--- config.mk ---
export PLATFORM = sky130hd
export DESIGN_NAME = handshake_fifo_buffer
export DESIGN_NICKNAME = d
export VERILOG_FILES = /design/src/rtl/handshake_fifo_buffer.sv
export SDC_FILE = /design/constraint.sdc
export NUM_CORES = 1
export LEC_CHECK = 0
export BUFFER_PORTS_ARGS = -buffer_cell sky130_fd_sc_hd__buf_2
export CAP_MARGIN = 25
export CORE_MARGIN = 8
export CORE_UTILIZATION = 40
export DETAILED_ROUTE_END_ITERATION = 12
export HOLD_SLACK_MARGIN = 0.12
export PLACE_DENSITY = 0.63
export SLEW_MARGIN = 20
export SYNTH_ARGS = -nofsm -noshare
export SYNTH_HDL_FRONTEND = slang
export SYNTH_SLANG_ARGS = --single-unit
--- constraint.sdc ---
create_clock -name clk -period 11.5 [get_ports clk]
set_clock_uncertainty 0.2 [all_clocks]
set_input_delay 2.3 -clock clk [delete_from_list [all_inputs] [get_ports clk]]
set_output_delay 2.3 -clock clk [all_outputs]
set_load 0.005 [all_outputs]
--- src/rtl/handshake_fifo_buffer.sv ---
`default_nettype none
// ============================================================================
//  Module      : handshake_fifo_buffer
//  Description : Opaque elastic FIFO for valid/ready dataflow channels.
//                Stores up to NUM_SLOTS tokens in arrival order and presents
//                the oldest one on a registered output channel. Neither
//                valid nor ready has a combinational path through the
//                buffer, so it cuts timing between producer and consumer.
//
//  Parameters  : DATA_WIDTH  token payload width in bits (>= 1)
//                NUM_SLOTS   storage depth in tokens (>= 2, any value)
//
//  Ports       : clk         rising-edge clock
//                rst         asynchronous, active-high reset
//                ins         input token payload
//                ins_valid   producer offers a token
//                ins_ready   buffer can accept a token
//                outs        oldest stored token (stale when empty)
//                outs_valid  buffer holds at least one token
//                outs_ready  consumer accepts the token
//
//  Revision    : 1.0  initial release
// ============================================================================
module handshake_fifo_buffer #(
    parameter int DATA_WIDTH = 32,
    parameter int NUM_SLOTS  = 4
) (
    input  logic                  clk,
    input  logic                  rst,
    input  logic [DATA_WIDTH-1:0] ins,
    input  logic                  ins_valid,
    output logic                  ins_ready,
    output logic [DATA_WIDTH-1:0] outs,
    output logic                  outs_valid,
    input  logic                  outs_ready
);

    localparam int PTR_W = (NUM_SLOTS > 1) ? $clog2(NUM_SLOTS) : 1;
    localparam int CNT_W = $clog2(NUM_SLOTS + 1);

    // Explicit wrap index: pointers must not rely on natural overflow,
    // since NUM_SLOTS need not be a power of two.
    localparam logic [PTR_W-1:0] c_last_slot = PTR_W'(NUM_SLOTS - 1);
    localparam logic [CNT_W-1:0] c_full_cnt  = CNT_W'(NUM_SLOTS);
    localparam logic [CNT_W-1:0] c_one_cnt   = CNT_W'(1);
    localparam logic [PTR_W-1:0] c_one_ptr   = PTR_W'(1);

    logic [DATA_WIDTH-1:0] r_slot [NUM_SLOTS];
    logic [PTR_W-1:0]      r_head;
    logic [PTR_W-1:0]      r_tail;
    logic [CNT_W-1:0]      r_count;

    logic                  w_push;
    logic                  w_pop;
    logic [PTR_W-1:0]      w_head_next;
    logic [PTR_W-1:0]      w_tail_next;

    // ------------------------------------------------------------------
    // Output decode. ins_ready depends only on stored occupancy (and rst),
    // never on outs_ready: a pop while full frees the slot for the next
    // cycle, not the current one.
    // ------------------------------------------------------------------
    assign ins_ready  = (r_count != c_full_cnt) && !rst;
    assign outs_valid = (r_count != '0);
    assign outs       = r_slot[r_head];

    assign w_push = ins_valid && ins_ready;
    assign w_pop  = outs_valid && outs_ready;

    always_comb begin
        w_head_next = r_head;
        w_tail_next = r_tail;
        if (w_pop) begin
            w_head_next = (r_head == c_last_slot) ? '0 : r_head + c_one_ptr;
        end
        if (w_push) begin
            w_tail_next = (r_tail == c_last_slot) ? '0 : r_tail + c_one_ptr;
        end
    end

    // ------------------------------------------------------------------
    // Pointer and occupancy registers.
    // ------------------------------------------------------------------
    always_ff @(posedge clk or posedge rst) begin
        if (rst) begin
            r_head  <= '0;
            r_tail  <= '0;
            r_count <= '0;
        end else begin
            r_head <= w_head_next;
            r_tail <= w_tail_next;
            case ({w_push, w_pop})
                2'b10:   r_count <= r_count + c_one_cnt;
                2'b01:   r_count <= r_count - c_one_cnt;
                default: r_count <= r_count;
            endcase
        end
    end

    // ------------------------------------------------------------------
    // Storage array. Each slot is its own register so the reset clear and
    // the tail-addressed write stay simple per-slot enables.
    // ------------------------------------------------------------------
    generate
        for (genvar g = 0; g < NUM_SLOTS; g++) begin : g_slot
            always_ff @(posedge clk or posedge rst) begin
                if (rst) begin
                    r_slot[g] <= '0;
                end else if (w_push && (r_tail == PTR_W'(g))) begin
                    r_slot[g] <= ins;
                end
            end
        end
    endgenerate

endmodule
`default_nettype wire

======== Word level (Yosys, flattened, before mapping) ========
Index checks and enable logic that the tools add are counted.
operators by class
  $add $sub $neg .......................... 4
  magnitude comparators ................... 1
  equal/unequal tests ..................... 7
  mux-type cells .......................... 6
  bitwise gates (word level) .............. 1
  reduce and logical (&&, ||, !) cells .... 11
operators by type and width
  kind                                                 count
  binary-select mux 32 bit (select 2 bit)              1
  two-way mux 32 bit                                   2
  equality test 2 bit, second input constant           4
  logical AND 1 bit                                    7
  case mux 3 bit (2 select lines)                      1
  adder 2 x 1 -> 2 bit, second input constant          2
  equality test 2 x 1 -> 1 bit, second input constant  2
  two-way mux 2 bit                                    2
  adder 3 x 1 -> 3 bit, second input constant          1
  >= comparator 3 bit, second input constant           1
  != test 3 bit, second input constant                 1
  NOT 2 -> 3 bit                                       1
  nonzero test 3 bit                                   1
  subtractor 3 x 1 -> 3 bit, second input constant     1
  logical NOT 2 bit                                    1
  nonzero test 2 bit                                   1
  logical NOT 1 bit                                    1
storage, ports and cells
  register bits after elaboration ......... 135
  input bits .............................. 36
  output and inout bits ................... 34
  logic and storage cells ................. 37

======== Depth between registers and ports, before layout ========
Gate-level depths: netlist of the first run.
  depth after elaboration ................. 5
  depth in mapped cells ................... 9

======== Worst setup path after synthesis of the first run ========
Ideal clock, no wire load.
  path kind ............................... input-to-output
  from .................................... input rst
  to ...................................... output ins_ready
  arrival time ............................ 2.406 ns
  setup slack ............................. 6.594 ns
  stages .................................. 1
  path through ............................ nor2_1
on the way
  word-level cells in the longest chain between the ends .. 2
RTL lines
  item                                RTL line  RTL
  start, declared                     29        input logic rst,
  logical NOT 1 bit (no source line)  --
  logical AND 1 bit                   63        assign ins_ready = (r_count != c_full_cnt) && !rst;
  end, declared                       32        output logic ins_ready,
No other way between the ends.

======== Worst setup path after layout of the first run ========
Ends and elaborated chain as after synthesis.

==> key figures, run 1 <==
Outcome
  • Status: completed

Min path
  • Hold Path Cell Cnt: 1
  • Worst hold-check path type: flop to flop
  • Worst hold endpoint: r_slot[80]
  • Hold_sp: r_slot[80]

Die
  • Die height: 144 um
  • Initial Util: 0.403
  • CORE AREA: 16300 um^2
  • # rows: 47
  • IO Pins: 70
  • Die footprint: 20900 um^2
  • Chip width: 144 um

Final layout
  • Area Growth Syn to Fin: 15.8%
  • Fill count: ~1400
  • Fraction of layout cells with a size suffix above 1: 0.636
  • Sequential Area: approximately 3400 um^2
  • Area of the multi-input gates: 2940 um^2
  • # diodes: 0
  • Fin nets: around 470

Pwr
  • Clock share of power: 0.231
  • Switch share: 0.282
  • Seq pwr share: 0.388
  • Maximum vdd ir drop: 0.138 mV
  • Cell Pwr Density: 305 nW/um^2
  • Overall Power: approximately 2.3 mW
  • Leakage power: 3.47 nW
  • P_sw: 657 uW
  • Internal cell power: 1.67 mW
  • Part of the power in combinational logic: 0.381

Worst setup path
  • R2R Path Start: r_count[0]
  • Critical path fanouts, max: 7
  • Reg2reg path depth: 9
  • Family with the most delay on the worst path: buffers and inverters
  • CP cell instances: buf_2, nor2_1, buf_2
  • Worst path buffer plus inverter count: 2
  • Flop2flop setup slack: 8.98 ns
  • Worst path arrival time: 2.79 ns
  • Worst Path Required: 9.00 ns
  • Slowest stage delay, CP: 0.27 ns
  • Crit path top cell by count: buf_2
  • CP endpoint kind: output pin
  • R2r endpoint: r_count[2]
  • CP max-delay cell: buf_2
  • Crit start category: input pin
  • CP Class: input pin to output pin

Detailed routing
  • WL final: 13300 um
  • Vias post-DR: 3291
  • Avg WL per Cell: 20.1 um
  • Remaining DRCs: 0
  • Antenna Violating Nets Remaining: 0
  • Vias per cell: 4.99
  • Drt pass-1 iters: 4
  • DRT iter0 DRCs: 147

CTS
  • H-tree levels: 4
  • Clock transition at the registers of the reported paths: 0.06 ns
  • Post-cts resize count: 0
  • CTS root buffer: clkbuf_16
  • CTS tree: yes
  • Clock Sinks: 135
  • Hold buffers post-CTS: 0
  • Setup bufs post-CTS: 0
  • TritonCTS Buffers: 17
  • CTS Buffer Depth: 2
  • Later-pin clock latency in the skew report: approximately 0.41 ns

Timing
  • RSZ-0062 raised after global routing: false
  • Minimum clock period: between 5 and 6 ns
  • Slew headroom: 0.376
  • Final WS setup: 6.21 ns
  • Worst-Margin Slew: ~0.94 ns
  • Count of final max-slew check failures: 0
  • # setup viols final: 0
  • Final worst path period share: 0.460
  • Setup TNS: 0 ns
  • Fmax: 189 MHz
  • Final Hold Violating Endpoints: 0

Synth
  • Syn Nets: 397
  • Seq cells post-synth: roughly 140
  • Register area share after synthesis: 0.512
  • Ys flop type: dfrtp_1
  • Count leader, synth: dfrtp_1
  • Synth area leader: dfrtp_1
  • Post-synth ARST share: 1.00
  • Largest cells by area after synthesis: dfrtp_1 (51%), mux2_4 (27%), mux4_2 (11%), buf_12 (3.6%), mux2_2 (2.0%)
  • Syn_area_per_cell: between 15 and 20 um^2
  • Top post-synthesis cells by count: dfrtp_1 (135), mux2_4 (120), mux4_2 (32), buf_12 (12), mux2_2 (12)
  • Number of flops mapped to enable cells by yosys: 0
  • Post-Synthesis Cells: 354
  • Yosys top cell area share: 0.512
  • Yosys warns: 0
  • Synth Cell Area: 6600 um^2
  • Synth cell types: 20

GRT
  • GRT Util Overall: 0.140
  • Vias in the first global route: 3816
  • First-pass GRT wire length: around 22000 um
  • Overflow after GRT: 0
  • Initial antenna violation count: 1
  • Pin count of the biggest net entering global routing: 73

Placed design
  • Pre-CTS setup slack: 6.20 ns
  • Port Buffer Count: 69
  • DP HPWL: about 8300 um
  • GPL Wtd Cong: between 0.7 and 0.8

Job
  • Max-cap viol count: 0
-- area by class of cell --
cell class	instances	area share
clock buffer	24	0.0644
clock inverter	7	0.0123
inverter	8	0.00459
multi-input combinational	187	0.385
sequential	135	0.443
tap	220	0.0360
timing repair buffer	79	0.0550
-- worst register-to-register path: cells and delay by family, from the launching register on --
| kind | cells | cell delay (ns) |
|---|---|---|
| AND/OR/NAND/NOR | 3 | 0.79 |
| adder cells (fa/ha/maj) | 2 | 0.55 |
| flip-flops | 1 | 0.44 |
| XOR/XNOR | 2 | 0.32 |
| buffers and inverters | 2 | 0.16 |
-- through the flow --
stage / hold slack, ns / std cells / utilization / area (um^2)
2_1_floorplan: 0.256 / 354 / - / 6600
3_3_place_gp: 0.281 / 629 / 0.431 / 7050
3_5_place_dp: 0.291 / 629 / 0.431 / 7050
4_1_cts: 0.309 / 660 / 0.467 / 7640
5_1_grt: 0.320 / 660 / 0.467 / 7640
6_report: 0.305 / 660 / 0.467 / 7640
-- sequential cells by signal (all words and copies together), names as in the netlist --
register / count
r_slot: 128
r_count: 3
r_head: 2
r_tail: 2
-- power by group through the flow --
stage	registers, mW	clock network [mW]	logic (mW)
6_report	0.904	0.537	0.888
5_1_grt	0.939	0.572	0.957
4_1_cts	0.906	0.549	0.908
3_5_place_dp	0.904	0	0.901
3_3_place_gp	0.888	0	0.880
2_1_floorplan	0.809	0	0.737
-- per-layer routing --
| metal | GRT usage | vias up | share of wire |
|---|---|---|---|
| met4 | 0.0411 | 2 | 0.010 |
| met3 | 0.0426 | 11 | 0.045 |
| li1 | - | 1441 | - |
| met1 | 0.176 | 1775 | 0.44 |
| met2 | 0.229 | 62 | 0.50 |
| met5 | 0 | - | 0.00060 |
-- cells by family (layout without fill, tap and decap cells) --
group                    after synthesis  count (layout)  synth area share
multiplexers                         165             165             0.404
flip-flops                           135             135             0.512
buffers and inverters                 32             118            0.0510
AND/OR/NAND/NOR                       12              12            0.0140
adder cells (fa/ha/maj)                7               7            0.0144
XOR/XNOR                               3               3           0.00398
-- worst max path at each step --
| stage | depth (start not counted) | start | slack [ns] | to |
|---|---|---|---|---|
| 3_3_place_gp | 3 | rst | 6.20 | ins_ready |
| 4_1_cts | 3 | rst | 6.20 | ins_ready |
| 5_1_grt | 3 | rst | 6.15 | ins_ready |
| 6_report | 3 | rst | 6.21 | ins_ready |
| 3_5_place_dp | 3 | rst | 6.20 | ins_ready |
| 2_1_floorplan | 1 | rst | 5.39 | r_count[0] |
-- layout by cell type (no fill, tap or decap), types with 2 or more instances in the layout --
| master | instances |
|---|---|
| clkbuf_16 | 17 |
| mux4_2 | 32 |
| buf_4 | 10 |
| clkbuf_1 | 3 |
| bufinv_16 | 2 |
| buf_2 | 69 |
| mux2_4 | 120 |
| clkbuf_8 | 4 |
| inv_1 | 7 |
| nor2_1 | 4 |
| dfrtp_1 | 133 |
| clkinv_2 | 2 |
| xor2_1 | 2 |
| clkinvlp_4 | 2 |
| mux2_2 | 12 |
| dfrtp_2 | 2 |
| nor4bb_4 | 4 |
| ha_1 | 6 |
(Power assumes the default switching activity.)
==> run 2: changes to the inputs <==
--- a/config.mk
+++ b/config.mk
@@ -11,7 +11,7 @@
 export CORE_UTILIZATION = 40
 export DETAILED_ROUTE_END_ITERATION = 12
 export HOLD_SLACK_MARGIN = 0.12
-export PLACE_DENSITY = 0.63
+export PLACE_DENSITY = 0.65
 export SLEW_MARGIN = 20
 export SYNTH_ARGS = -nofsm -noshare
 export SYNTH_HDL_FRONTEND = slang
==> constraint.sdc (replaced) <==
create_clock -name clk -period 4.5 [get_ports clk]
set_clock_uncertainty 0.2 [all_clocks]
set_input_delay 0.9 -clock clk [delete_from_list [all_inputs] [get_ports clk]]
set_output_delay 0.9 -clock clk [all_outputs]
set_load 0.005 [all_outputs]
==> run 2 against run 1 <==
Total power grew to 2.6 times the previous value; critical path depth stayed put; critical path type is now flop to output pin; global-route usage is 0.35 points lower; worst hold slack hardly changed; routed wire length is 2.4% lower; combinational power grew to 2.6 times the previous value; highest routed layer unchanged.
==> key figures, run 2 (synthesis results as in run 1) <==
Min path
  • Worst hold-check path type: flop to flop
  • Hold Path Cell Cnt: 1

Placed design
  • DP HPWL: 7870 um
  • GPL Wtd Cong: 0.684
  • Port Buffer Count: 69

Die
  • CORE AREA: 16300 um^2
  • Initial Util: 0.403
  • Die height: 144 um
  • Chip width: 144 um
  • # rows: 47
  • Die footprint: ~21000 um^2
  • IO Pins: 70

Worst setup path
  • Critical path fanouts, max: 13
  • Crit. path cell count: 3
  • CP max-delay cell: dfrtp_2
  • Worst Path Required: between 3 and 4 ns
  • Worst path buffer plus inverter count: 2
  • CP endpoint kind: output pin
  • Worst path arrival time: 2.10 ns
  • CP Class: flop to output pin
  • Reg2reg path depth: 9
  • CP cell instances: buf_4, mux4_2, buf_2
  • Crit start category: flop
  • Slowest stage delay, CP: 0.60 ns
  • Family with the most delay on the worst path: flip-flops

Pwr
  • Overall Power: approximately 6.0 mW
  • Cell Pwr Density: slightly below 800 nW/um^2
  • Seq pwr share: 0.380
  • Leakage power: 3.48 nW
  • Maximum vdd ir drop: 0.292 mV
  • Clock share of power: 0.238
  • Part of the power in combinational logic: 0.382
  • P_sw: 1.66 mW
  • Internal cell power: 4.33 mW
  • Switch share: 0.278

Timing
  • Count of final max-slew check failures: 0
  • Final Hold Violating Endpoints: 0
  • Worst-Margin Slew: 0.969 ns
  • Slew headroom: 0.354
  • # setup viols final: 0
  • RSZ-0062 raised after global routing: false
  • Fmax: 312 MHz
  • Setup TNS: 0 ns
  • Final worst path period share: 0.711
  • Minimum clock period: 3.20 ns

Final layout
  • Top Registers: r_slot (128), r_count (3)
  • Most common cell after layout, fill and taps aside: dfrtp_1
  • Top reg by flops: r_slot
  • Area Growth Syn to Fin: 16.4%
  • Fraction of layout cells with a size suffix above 1: 0.640
  • Fin util: 0.470
  • Fin nets: 470
  • Commonest non-fill, non-tap cells in the layout: dfrtp_1 (133), mux2_4 (120), buf_2 (69), mux4_2 (32), clkbuf_16 (17)
  • Largest register FFs: about 130
  • # diodes: 0

CTS
  • Clock Sinks: roughly 140
  • Hold buffers post-CTS: 0
  • CTS root buffer: clkbuf_16
  • Clock transition at the registers of the reported paths: approximately 0.060 ns
  • Post-cts resize count: 0
  • CTS tree: yes
  • TritonCTS Buffers: 17
  • Setup bufs post-CTS: 0
  • Later-pin clock latency in the skew report: 0.41 ns
  • CTS Buffer Depth: 2
  • H-tree levels: 4

GRT
  • Initial antenna violation count: 1
  • GRT Util Overall: 0.137
  • Overflow after GRT: 0
  • First-pass GRT wire length: 21600 um
  • Pin count of the biggest net entering global routing: 65
  • Vias in the first global route: between 3000 and 4000

Detailed routing
  • Drt pass-1 iters: 4
  • DRT iter0 DRCs: approximately 150
  • WL final: ~13000 um
  • Antenna Violating Nets Remaining: 0
  • Vias post-DR: 3283
  • Vias per cell: 4.98
  • Remaining DRCs: 0
  • Avg WL per Cell: 19.6 um

Job
  • Max-cap viol count: 0

Outcome
  • Status: completed
[run 2: layout make-up]
type                    instances  area (um^2)
clock inverters                 9          123
fillers                      1433         8670
multi-input cells             187         2940
well taps                     220          275
flip-flops and latches        135         3380
repair buffers                 78          438
clock buffers                  22          484
inverters                       8         33.8
[run 2: power by group through the flow]
| stage | registers [mW] | logic (mW) | clock network [mW] |
|---|---|---|---|
| 3_5_place_dp | 2.28 | 2.33 | 0 |
| 4_1_cts | 2.28 | 2.34 | 1.45 |
| 6_report | 2.28 | 2.29 | 1.42 |
| 2_1_floorplan | 2.07 | 1.88 | 0 |
| 5_1_grt | 2.36 | 2.49 | 1.52 |
| 3_3_place_gp | 2.25 | 2.28 | 0 |
[run 2: per-stage QoR]
stage	hold slack [ns]	std cells	worst slack (ns)	area (um^2)
final	0.306	659	1.30	7680
after global routing	0.318	659	1.17	7680
after CTS	0.308	658	1.23	7660
after detailed placement	0.289	627	1.68	7050
after global placement	0.274	627	1.71	7050
after floorplan	0.256	354	1.72	6600
[run 2: final timing paths]
path / start / slack [ns] / end
setup / recovery: r_head[0] / 1.30 / outs[6]
hold / removal: r_slot[27] / 0.31 / r_slot[27]
setup reg to reg: r_count[0] / 1.99 / r_count[2]
hold reg to reg: r_slot[27] / 0.31 / r_slot[27]
max in group asynchronous: rst / 2.84 / r_slot[9]
min in group asynchronous: rst / 0.38 / r_count[0]
[run 2: layer usage]
metal	up-vias	track usage	part of all wire
met5	-	0	0.00062
met4	2	0.0460	0.0096
met3	10	0.0390	0.043
met2	54	0.209	0.48
met1	1771	0.183	0.47
li1	1446	-	-
[run 2: worst reg2reg max path, stage by stage (launching register included)]
cell	delay (ns)
dfrtp_1	0.43
nor3b_4	0.48
nor3b_1	0.17
inv_1	0.10
ha_1	0.18
inv_1	0.06
fa_1	0.37
xor2_1	0.15
nor2_1	0.11
xor2_1	0.17
==> run 3: changes to the inputs <==
--- a/config.mk
+++ b/config.mk
@@ -11,7 +11,7 @@
 export CORE_UTILIZATION = 40
 export DETAILED_ROUTE_END_ITERATION = 12
 export HOLD_SLACK_MARGIN = 0.12
-export PLACE_DENSITY = 0.65
+export PLACE_DENSITY = 0.63
 export SLEW_MARGIN = 20
 export SYNTH_ARGS = -nofsm -noshare
 export SYNTH_HDL_FRONTEND = slang
==> constraint.sdc (replaced) <==
create_clock -name clk -period 3 [get_ports clk]
set_clock_uncertainty 0.2 [all_clocks]
set_input_delay 0.6 -clock clk [delete_from_list [all_inputs] [get_ports clk]]
set_output_delay 0.6 -clock clk [all_outputs]
set_load 0.005 [all_outputs]
==> run 3 against run 2 <==
Sequential cell count did not move; combinational power up 55%; sequential share of layout area is 0.21 points lower; core utilization is 0.23 points higher; setup slack worse by 1.1 ns; worst hold slack worse by 0.17 ns; via count rose by 1.0%; critical path type unchanged; largest cell class unchanged; highest routed layer is now met4.
==> key figures, run 3 (synthesis results as in run 1) <==
GRT
  • GRT Util Overall: 0.137
  • Overflow after GRT: 0
  • Pin count of the biggest net entering global routing: between 50 and 60
  • First-pass GRT wire length: approximately 22000 um
  • Vias in the first global route: 3851
  • Initial antenna violation count: 0

Die
  • Initial Util: 0.403
  • # rows: 47
  • Die footprint: ~21000 um^2
  • Chip width: 144 um
  • IO Pins: 70
  • CORE AREA: approximately 16000 um^2
  • Die height: 144 um

Pwr
  • Cell Pwr Density: 1170 nW/um^2
  • Seq pwr share: 0.373
  • P_sw: around 2.5 mW
  • Leakage power: 3.50 nW
  • Switch share: 0.281
  • Clock share of power: 0.234
  • Part of the power in combinational logic: 0.393
  • Internal cell power: around 6.5 mW
  • Maximum vdd ir drop: ~0.43 mV

Timing
  • Worst-Margin Slew: about 0.53 ns
  • RSZ-0062 raised after global routing: false
  • Final Hold Violating Endpoints: 0
  • Fmax: 355 MHz
  • Final worst path period share: 0.939
  • Setup TNS: 0 ns
  • Minimum clock period: about 2.8 ns
  • # setup viols final: 0
  • Count of final max-slew check failures: 0
  • Slew headroom: 0.649
  • Final WS setup: 0.184 ns

Final layout
  • Top reg by flops: r_slot
  • Most common cell after layout, fill and taps aside: dfrtp_1
  • Fin util: 0.472
  • Largest register FFs: 128
  • Area Growth Syn to Fin: 16.9%
  • Top Registers: r_slot (128), r_count (3)
  • # diodes: 0
  • Fraction of layout cells with a size suffix above 1: 0.645
  • Commonest non-fill, non-tap cells in the layout: dfrtp_1 (133), mux2_4 (120), buf_2 (69), mux4_2 (32), clkbuf_16 (17)
  • Fin nets: 477
  • Layout Cells excl Fill: 665

CTS
  • TritonCTS Buffers: 17
  • Post-cts resize count: 0
  • CTS Buffer Depth: 2
  • CTS root buffer: clkbuf_16
  • Clock Sinks: 135
  • Setup bufs post-CTS: 0
  • Later-pin clock latency in the skew report: around 0.41 ns
  • Clock transition at the registers of the reported paths: 0.06 ns
  • Hold buffers post-CTS: 0
  • CTS tree: yes
  • H-tree levels: 4

Worst setup path
  • CP endpoint kind: output pin
  • Crit start category: flop
  • Worst path arrival time: 2.02 ns
  • CP max-delay cell: dfrtp_2
  • CP Class: flop to output pin
  • Critical path fanouts, max: 12
  • Worst Path Required: 2.20 ns
  • Slowest stage delay, CP: 0.62 ns
  • CP cell instances: buf_4, mux4_2, buf_2

Placed design
  • GPL Wtd Cong: 0.695
  • Pre-CTS setup slack: around 0.45 ns
  • Port Buffer Count: 69
  • DP HPWL: 8520 um
  • Cell Count Post-Placement: 635

Job
  • Max-cap viol count: 0

Detailed routing
  • WL final: 13200 um
  • Vias post-DR: 3317
  • Antenna Violating Nets Remaining: 0
  • Avg WL per Cell: about 20 um
  • DRT iter0 DRCs: 132
  • Drt pass-1 iters: 4
  • Vias per cell: 4.99
  • Remaining DRCs: 0

Outcome
  • Status: completed

Min path
  • Worst hold-check path type: input pin to asynchronous set/reset pin
run 3: changes by cell type in the layout (fill, tap and decap cells not counted), sizes merged:
cell      before  now
clkinvlp       2    4
clkinv         5    3
inv            7    9
buf           78   85
clkbuf        22   19
run 3: worst paths after layout:
path                               end  startpoint  slack (ns)  cells past startpoint
max                           outs[31]   r_head[0]        0.18                      3
min                          r_head[0]         rst        0.13                      2
max reg2reg                 r_count[2]  r_count[0]        0.45                      9
min reg2reg                 r_slot[13]  r_slot[13]        0.30                      1
max in group asynchronous  r_slot[121]         rst        1.77                      3
min in group clk           r_slot[122]     ins[26]        0.27                      2
run 3: area by class of cell:
class	count	area (um^2)
Clock buffer	19	443
Fill cell	1454	8630
Inverter	8	33.8
Tap cell	220	275
Clock inverter	11	149
Timing Repair Buffer	85	490
Sequential cell	135	3380
Multi-Input combinational cell	187	2940
run 3: critical path: cells and delay by family, from the launching register on:
family | cells | cell delay (ns)
DFF | 1 | 0.62
muxes | 1 | 0.54
buffers and inverters | 2 | 0.46
run 3: power groups by stage:
| stage | registers, mW | clock network, mW | logic [mW] |
|---|---|---|---|
| detailed placement | 3.37 | 0 | 3.59 |
| global route | 3.48 | 2.24 | 3.81 |
| CTS | 3.36 | 2.15 | 3.61 |
| finish | 3.36 | 2.10 | 3.54 |
| floorplan | 3.10 | 0 | 2.82 |
| global placement | 3.33 | 0 | 3.52 |
run 3: metrics by stage:
stage | power, mW | cell area [um^2] | hold WS [ns]
floorplan | 5.93 | 6600 | 0.256
global placement | 6.84 | 7120 | 0.270
detailed placement | 6.96 | 7120 | 0.287
CTS | 9.13 | 7710 | 0.130
global route | 9.53 | 7710 | 0.150
finish | 8.99 | 7710 | 0.134
run 3: metal layers:
layer  wire, um  global-route usage
met1       6180               0.178
met2       6340               0.217
met3        521              0.0399
met4        159              0.0427
met5          0                   0
